--- config.mk ---
export PLATFORM = sky130hd
export DESIGN_NAME = mips_mc_core_flat
export DESIGN_NICKNAME = d
export VERILOG_FILES = /design/src/rtl/mips_mc_core_if.sv /design/src/rtl/mips_mc_core.sv /design/src/flat_wrapper.sv
export SDC_FILE = /design/constraint.sdc
export NUM_CORES = 2
export LEC_CHECK = 0
export CORE_MARGIN = 4
export CORE_UTILIZATION = 50
export DETAILED_ROUTE_END_ITERATION = 8
export PLACE_DENSITY = 0.71
export SLEW_MARGIN = 15
export SYNTH_ARGS = -nofsm -noshare
export SYNTH_HDL_FRONTEND = slang
export SYNTH_SLANG_ARGS = --single-unit
--- constraint.sdc ---
create_clock -name clk -period 8 [get_ports clk]
set_clock_uncertainty 0.05 [all_clocks]
set_input_delay 1.2 -clock clk [delete_from_list [all_inputs] [get_ports clk]]
set_output_delay 1.2 -clock clk [all_outputs]
set_load 0.02 [all_outputs]
--- src/rtl/mips_mc_core_if.sv ---
// rtl/mips_mc_core_if.sv - shared instruction/data memory port of the multi-cycle core
interface mips_mc_core_if #(
  parameter int ADDR_W = 32
);
  logic              mem_req;
  logic              mem_we;
  logic [ADDR_W-1:0] mem_addr;
  logic [31:0]       mem_wdata;
  logic              mem_ready;
  logic [31:0]       mem_rdata;

  modport master (
    output mem_req, mem_we, mem_addr, mem_wdata,
    input  mem_ready, mem_rdata
  );

  modport slave (
    input  mem_req, mem_we, mem_addr, mem_wdata,
    output mem_ready, mem_rdata
  );
endinterface

--- src/rtl/mips_mc_core.sv ---
// rtl/mips_mc_core.sv - multi-cycle MIPS subset core on a single shared memory port
// FETCH/DECODE/EXEC/MEM/WB/HALT sequencer with a 32x32 register file.
module mips_mc_core #(
  parameter logic [31:0] RESET_PC        = 32'h0000_0000,
  parameter int          ADDR_W          = 32,
  parameter bit          HALT_ON_ILLEGAL = 1'b1
) (
  input  logic           clk,
  input  logic           reset,
  mips_mc_core_if.master bus,
  output logic           halted,
  output logic           illegal,
  output logic [31:0]    pc_out
);
  typedef enum logic [2:0] {FETCH, DECODE, EXEC, MEM, WB, HALT} state_t;

  localparam logic [5:0] OP_RTYPE = 6'h00, OP_J = 6'h02, OP_BEQ = 6'h04, OP_BNE = 6'h05;
  localparam logic [5:0] OP_ADDI = 6'h08, OP_LW = 6'h23, OP_SW = 6'h2B;
  localparam logic [5:0] FN_SLL = 6'h00, FN_SRL = 6'h02, FN_JR = 6'h08, FN_ADD = 6'h20;
  localparam logic [5:0] FN_SUB = 6'h22, FN_AND = 6'h24, FN_OR = 6'h25, FN_SLT = 6'h2A;

  state_t      state_q, state_d;
  logic [31:0] pc_q, pc_d, ir_q, ir_d, a_q, a_d, b_q, b_d;
  logic [31:0] alu_q, alu_d, mdr_q, mdr_d;
  logic        illegal_q, illegal_d;
  logic        rst_hold_q;
  logic [31:0] rf_q [32];

  logic        rf_we;
  logic [4:0]  rf_waddr;
  logic [31:0] rf_wdata;
  logic        mem_req, mem_we;
  logic [31:0] mem_addr_full, mem_wdata;

  logic [5:0]  opcode, funct;
  logic [4:0]  rs, rt, rd, shamt;
  logic [31:0] imm_sext;
  logic        legal;
  state_t      fault_state;

  assign opcode   = ir_q[31:26];
  assign rs       = ir_q[25:21];
  assign rt       = ir_q[20:16];
  assign rd       = ir_q[15:11];
  assign shamt    = ir_q[10:6];
  assign funct    = ir_q[5:0];
  assign imm_sext = {{16{ir_q[15]}}, ir_q[15:0]};
  assign fault_state = HALT_ON_ILLEGAL ? HALT : FETCH;

  always_comb begin
    legal = 1'b0;
    case (opcode)
      OP_RTYPE: legal = funct inside {FN_SLL, FN_SRL, FN_JR, FN_ADD, FN_SUB, FN_AND, FN_OR, FN_SLT};
      OP_J, OP_BEQ, OP_BNE, OP_ADDI, OP_LW, OP_SW: legal = 1'b1;
      default: legal = 1'b0;
    endcase
  end

  always_comb begin
    state_d       = state_q;
    pc_d          = pc_q;
    ir_d          = ir_q;
    a_d           = a_q;
    b_d           = b_q;
    alu_d         = alu_q;
    mdr_d         = mdr_q;
    illegal_d     = illegal_q;
    rf_we         = 1'b0;
    rf_waddr      = rt;
    rf_wdata      = alu_q;
    mem_req       = 1'b0;
    mem_we        = 1'b0;
    mem_addr_full = pc_q;
    mem_wdata     = b_q;
    case (state_q)
      FETCH: begin
        // Request is held off for the first cycle out of reset.
        if (!rst_hold_q) begin
          mem_req = 1'b1;
          if (bus.mem_ready) begin
            ir_d    = bus.mem_rdata;
            pc_d    = pc_q + 32'd4;
            state_d = DECODE;
          end
        end
      end
      DECODE: begin
        a_d   = (rs == 5'd0) ? 32'd0 : rf_q[rs];
        b_d   = (rt == 5'd0) ? 32'd0 : rf_q[rt];
        alu_d = pc_q + (imm_sext << 2);
        if (legal) begin
          state_d = EXEC;
        end else begin
          state_d   = fault_state;
          illegal_d = illegal_q | HALT_ON_ILLEGAL;
        end
      end
      EXEC: begin
        state_d = FETCH;
        case (opcode)
          OP_RTYPE: begin
            state_d = WB;
            case (funct)
              FN_ADD: alu_d = a_q + b_q;
              FN_SUB: alu_d = a_q - b_q;
              FN_AND: alu_d = a_q & b_q;
              FN_OR:  alu_d = a_q | b_q;
              FN_SLT: alu_d = {31'd0, $signed(a_q) < $signed(b_q)};
              FN_SLL: alu_d = b_q << shamt;
              FN_SRL: alu_d = b_q >> shamt;
              FN_JR: begin
                pc_d    = a_q;
                state_d = FETCH;
              end
              default: alu_d = alu_q;
            endcase
          end
          OP_ADDI: begin
            alu_d   = a_q + imm_sext;
            state_d = WB;
          end
          OP_LW, OP_SW: begin
            alu_d   = a_q + imm_sext;
            state_d = MEM;
          end
          OP_BEQ: if (a_q == b_q) pc_d = alu_q;
          OP_BNE: if (a_q != b_q) pc_d = alu_q;
          OP_J:   pc_d = {pc_q[31:28], ir_q[25:0], 2'b00};
          default: state_d = FETCH;
        endcase
      end
      MEM: begin
        // A misaligned address never reaches the bus.
        if (alu_q[1:0] != 2'b00) begin
          state_d   = fault_state;
          illegal_d = illegal_q | HALT_ON_ILLEGAL;
        end else begin
          mem_req       = 1'b1;
          mem_we        = (opcode == OP_SW);
          mem_addr_full = alu_q;
          if (bus.mem_ready) begin
            if (opcode == OP_SW) begin
              state_d = FETCH;
            end else begin
              mdr_d   = bus.mem_rdata;
              state_d = WB;
            end
          end
        end
      end
      WB: begin
        rf_we   = 1'b1;
        state_d = FETCH;
        if (opcode == OP_RTYPE) begin
          rf_waddr = rd;
        end else if (opcode == OP_LW) begin
          rf_wdata = mdr_q;
        end
      end
      default: state_d = HALT;
    endcase
  end

  always_ff @(posedge clk) begin
    if (!reset) begin
      state_q    <= FETCH;
      pc_q       <= RESET_PC;
      ir_q       <= '0;
      a_q        <= '0;
      b_q        <= '0;
      alu_q      <= '0;
      mdr_q      <= '0;
      illegal_q  <= 1'b0;
      rst_hold_q <= 1'b1;
      for (int i = 0; i < 32; i++) rf_q[i] <= '0;
    end else begin
      state_q    <= state_d;
      pc_q       <= pc_d;
      ir_q       <= ir_d;
      a_q        <= a_d;
      b_q        <= b_d;
      alu_q      <= alu_d;
      mdr_q      <= mdr_d;
      illegal_q  <= illegal_d;
      rst_hold_q <= 1'b0;
      if (rf_we && rf_waddr != 5'd0) rf_q[rf_waddr] <= rf_wdata;
    end
  end

  assign bus.mem_req   = mem_req;
  assign bus.mem_we    = mem_we;
  assign bus.mem_addr  = mem_addr_full[ADDR_W-1:0];
  assign bus.mem_wdata = mem_wdata;
  assign halted        = (state_q == HALT);
  assign illegal       = illegal_q;
  assign pc_out        = pc_q;
endmodule

--- src/flat_wrapper.sv ---
// flat-port wrapper written by rule: the top's interface ports become plain ports
module mips_mc_core_flat 
#(
  parameter logic [31:0] RESET_PC        = 32'h0000_0000,
  parameter int          ADDR_W          = 32,
  parameter bit          HALT_ON_ILLEGAL = 1'b1
)
  (clk, reset, halted, illegal, pc_out, bus_mem_req, bus_mem_we, bus_mem_addr, bus_mem_wdata, bus_mem_ready, bus_mem_rdata);
  mips_mc_core_if #(.ADDR_W(ADDR_W)) bus_i ();
  input  logic clk;
  input  logic reset;
  output logic halted;
  output logic illegal;
  output logic [31:0] pc_out;
  output wire logic [$bits(bus_i.mem_req)-1:0] bus_mem_req;
  output wire logic [$bits(bus_i.mem_we)-1:0] bus_mem_we;
  output wire logic [$bits(bus_i.mem_addr)-1:0] bus_mem_addr;
  output wire logic [$bits(bus_i.mem_wdata)-1:0] bus_mem_wdata;
  input wire logic [$bits(bus_i.mem_ready)-1:0] bus_mem_ready;
  input wire logic [$bits(bus_i.mem_rdata)-1:0] bus_mem_rdata;
  assign bus_mem_req = bus_i.mem_req;
  assign bus_mem_we = bus_i.mem_we;
  assign bus_mem_addr = bus_i.mem_addr;
  assign bus_mem_wdata = bus_i.mem_wdata;
  assign bus_i.mem_ready = bus_mem_ready;
  assign bus_i.mem_rdata = bus_mem_rdata;
  mips_mc_core #(.RESET_PC(RESET_PC), .ADDR_W(ADDR_W), .HALT_ON_ILLEGAL(HALT_ON_ILLEGAL)) u_core (.clk(clk), .reset(reset), .bus(bus_i), .halted(halted), .illegal(illegal), .pc_out(pc_out));
endmodule
# ---- After elaboration in Yosys (flattened, before gate mapping)
# Memories as Yosys holds them, arrays and structs flattened. A register that Yosys moved wholly into a read port is not among the register bits.
# Cells that the tools add are included.
dict set report word_totals {
  input_bits 35
  mem_count 1
  ramBits 1024
  ff_bits 197
  out_inout_bits 100
}
dict set report classes {
  n_lt_le_gt_ge 1
  reduce_logical 23
  bitwise_logic 5
  n_shift 2
  n_addsub 5
  n_eq_ne 33
  mux 49
}
# name words width rd rd_ports_with_merged_regs wr line_no
set memory_table {}
lappend memory_table {u_core.rf_q 32 32 2 2 32 mips_mc_core.sv:27} ;# logic [31:0] rf_q [32];
# op n
set op_table {}
lappend op_table {{$mux 32} 13}
lappend op_table {{$pmux 32 s7} 1}
lappend op_table {{$pmux 32 s2} 3}
lappend op_table {{$pmux 32 s4} 1}
lappend op_table {{$add 32x32->32} 3}
lappend op_table {{$eq 6x6->1 const B} 7}
lappend op_table {{$mux 5} 7}
lappend op_table {{$add 32x3->32 const B} 1}
lappend op_table {{$and 32x32->32} 1}
lappend op_table {{$eq 32x32->1} 1}
lappend op_table {{$lt 32x32->1} 1}
lappend op_table {{$ne 32x32->1} 1}
lappend op_table {{$or 32x32->32} 1}
lappend op_table {{$reduce_or 32->1} 1}
lappend op_table {{$shl 32x5->32} 1}
lappend op_table {{$shr 32x5->32} 1}
lappend op_table {{$sub 32x32->32} 1}
lappend op_table {{$mux 3} 7}
lappend op_table {{$ne 3x2->1 const B} 5}
lappend op_table {{$pmux 3 s5} 1}
lappend op_table {{$eq 6x2->1 const B} 2}
lappend op_table {{$eq 6x3->1 const B} 2}
lappend op_table {{$eq 6x4->1 const B} 2}
lappend op_table {{$logic_not 6->1} 2}
lappend op_table {{25 further kinds} 52}

# ---- Longest topological paths before layout
dict set report depth {
  ltp_word 10
  mapped_depth 15
  ltp_nobuf 14
}

# ---- Worst setup path before layout
# No wires, ideal clock.
dict set report synth_timing {
  kind {input port to flip-flop}
  from {input port reset}
  to {memory u_core.rf_q[4][0] (enable)}
  slack_ns 4.332
  n_path_buf 2
  path_stages 6
  setup_time_ns 0.389
  t_required_ns 7.561
  t_arrival_ns 3.229
  path_cell_list {clkbuf_1 nand3_1 nor3_1 nand2_1 buf_2 nand2_1}
}
# item line_no
set synth_lines {}
lappend synth_lines {{from (decl)} flat_wrapper.sv:11} ;# input logic reset;
lappend synth_lines {{to (decl)} mips_mc_core.sv:27}

==> results.md <==
* DRT Wirelength at roughly 270000 um
* Share of cells above drive strength 1 at roughly 19%
* Crit path max fanout at 33
* Met2 Usage GRT at between 50% and 60%
* Crit. Startpoint: u_core.ir_q[31]
* WS Path Type: register to register
* Dpl hpwl at between 150000 and 200000 um
* Max IR drop VDD at between 0.00015 and 0.0002 V
* Vias post-DR at ~56000
* Antenna-violating nets left at 0
* Post-DP Area at between 0.07 and 0.08 mm2
* WP buf/inv at 1
* Grt ovf at 0
* Clk slew on worst S/H paths at around 0.060 ns
* Synth Register Bits at around 1200
* Unrepaired setup endpoints after global routing: false
* Worst Max-Slew Pin Slew at 1.24 ns
* Final cell count without fillers at 7981
* CP Capture Type: register
* Max Fclk at ~180 MHz
* PortBufs at 134
* CTS Buf Count at between 100 and 150
* Cts repair resizes at 0
* Cell area power density at a little under 200 mW/mm2
* Final Wtd Congestion at between 1 and 1.5
* Count leader, synth: nor2_1
* H-tree levels at 4
* CTS tree: built
* Die Ht at about 390 um
* Initial antenna violation count at 11
* Family with the most delay on the worst path: simple AND/OR/NAND/NOR gates
* Top cells by area, synth: edfxtp_1 43%, mux4_2 21%, nor2_1 7.0%
* Skew-Pair Late Insertion Delay at about 0.80 ns
* Residual DRC at 0
* Synth top cells by count: 1348 x nor2_1, 1024 x edfxtp_1, 675 x mux4_2, 444 x nand2_1, 422 x clkbuf_1
* Die span in x at roughly 390 um
* Run status: finished clean
* Met1 usage at 43.6%
* Post-CTS Hold Buffers at 0
* Clk root buf: clkbuf_16
* First-pass GRT wire length at around 380000 um
* Register area share after synthesis at 48.3%
* Std cell rows at around 140
* Syn Area/Cell at 11.9 um2
* Met3 Resource Use GR at a little over a tenth
* Ys async rst share at 0%
* Hold Crit Start: u_core.ir_q[15]
* Fin. Hold Viols at 0
* Relative slew margins at 16.9%
* Max Cap Viol at 0
* Ports at 135
* Part of the cycle the worst path needs at 70.5%
* R2R setup slack at roughly 2.4 ns
* Yosys warns at 0
* Sink Count at 1231
* Area Growth Syn to Fin at 10.6%
* Placed Instances at slightly below 8000
* Final core utilization at between 50% and 60%
* Synth unique cells at 96
* Slowest stage cell, crit path: nand2_2
* Vias in the first global route at ~53000
* Total Nets Final at 6167
* Post-Syn Instances at 6089
* Synth Flop Type: edfxtp_1
* Postcts setup bufs at 0
* GRT Max-Usage Layer: met2
* Initial Util at 50.3%
* GRT Overall Usage at between 30% and 40%
* Hold/Removal Path Class: register to register
* Drt pass-1 iters at 7
* Post-DR wirelength/cell at approximately 34 um
* Origin of the critical flop-to-flop path: u_core.ir_q[31]
* Synth top area share at a little over two fifths
* DR iter-0 viols at 8276
* Slowest stage delay, CP at 0.84 ns
* Worst EP arrival at approximately 6 ns
* Die area at 0.151 mm2
* Yosys top cell by area: edfxtp_1
* Post-synth EDFFs at slightly above 1000
* Core area at ~0.14 mm2
* Crit start category: register
* Non-Filler Cell Area, Final at 0.0799 mm2
* Area of the mapped netlist at between 0.07 and 0.08 mm2
* Worst-case clock buffer depth at 3
* Largest net degree at the start of global routing at roughly 140
* Post-Route Setup TNS at 0 ns
* Max-slew violations at 0
* # setup viols final at 0
* Final min period at 5.64 ns
* Crit path cell chain: nor3_1, nand2_1, nor2_1, nand3_1, mux2i_1, nand2_1, nor2_1, nor3_1, buf_4, nand2_2, nand2_2
* Vias per inst at 6.97
* Leak at between 20 and 30 nW
* CP required at 8.22 ns
report_power, final:
part | leakage, nW | internal (mW) | switching (mW)
registers | 12.2 | 7.15 | 0.242
clock network | 2.03 | 3.35 | 2.68
logic | 11.6 | 0.868 | 1.53
routing by layer:
layer / up-vias / routed length, um
li1: 22700 / -
met1: 27800 / 90500
met2: 4319 / 124000
met3: 766 / 34900
met4: 8 / 18500
met5: - / 99
cells by family after synthesis:
family | Yosys count | share of synthesized area, %
adder cells (fa/ha/maj) | 161 | 2.83
AND/OR/NAND/NOR | 2060 | 11.6
buffers and inverters | 678 | 3.67
multiplexers | 858 | 23.6
AO/OA/AOI/OAI | 1017 | 9.00
XOR/XNOR | 83 | 1.01
other | 1 | 0.00519
flip-flops | 1231 | 48.3
metrics by stage:
stage	hold WS [ns]	setup slack, ns	power [mW]
3_3_place_gp	0.394	2.71	9.76
6_report	0.425	2.36	15.8
3_5_place_dp	0.418	2.52	9.79
4_1_cts	0.427	2.51	15.7
2_1_floorplan	0.386	4.33	8.82
5_1_grt	0.447	2.14	16.2
layout by cell type, fill, tap and decap left out, types with 15 or more instances in the layout:
cell	Yosys	routed
nand2_1	444	383
a31oi_1	40	40
mux2_2	25	25
nand4_1	17	17
o21bai_1	17	17
o22ai_1	20	19
o21ai_0	184	184
o211ai_1	27	27
clkinv_1	1	28
a211oi_1	46	46
nor2_1	1348	1346
nand2b_1	17	15
nor3_1	65	64
mux4_2	675	675
o221ai_1	26	26
mux2i_4	0	32
clkbuf_1	422	29
o31ai_1	20	20
buf_4	7	124
edfxtp_1	1024	1024
xor2_1	25	25
clkbuf_16	0	135
conb_1	1	32
clkdlybuf4s50_1	0	133
dfxtp_1	207	192
ha_1	157	157
a21oi_1	386	385
clkinv_2	0	19
xnor2_1	58	58
o21a_1	18	18
mux2i_1	158	126
nand3_1	46	45
inv_1	123	122
nand2_2	1	62
a221oi_1	29	29
a22oi_1	15	15
nor2b_1	26	26
a21o_1	41	41
a221o_1	22	22
cell type report:
type | count | area, um2
clock inverter | 67 | 627
antenna | 6 | 15.0
tap | 1903 | 2380
inverter | 127 | 479
sequential | 1231 | 34900
fill | 11700 | 63700
timing repair buffer | 269 | 2500
multi-input combinational | 4211 | 35400
clock buffer | 167 | 3530
sequential cells by signal, indices dropped and copies added (netlist names), named ones only:
register and cells:
u_core.pc_out 32, u_core.ir_q 32, u_core.rf_q 1024, u_core.bus.mem_wdata 32
u_core.mdr_q 32, u_core.alu_q 32, u_core.illegal 1, u_core.rst_hold_q 1
u_core.state_q 3, u_core.a_q 32
worst paths after layout:
check,endpoint,cells after the start
min reg2reg,u_core.ir_q[15],2
max reg2reg,u_core.rf_q[28][1],11
min,u_core.ir_q[15],2
max,u_core.rf_q[28][1],11
worst register-to-register path, delay by kind of cell, from the launching register on:
family	cells	cell delay, ns
buffers and inverters	1	0.20
multiplexers	1	0.76
flip-flops	1	0.35
AND/OR/NAND/NOR	9	3.75
Note: power is estimated with default switching activity, not from simulation.
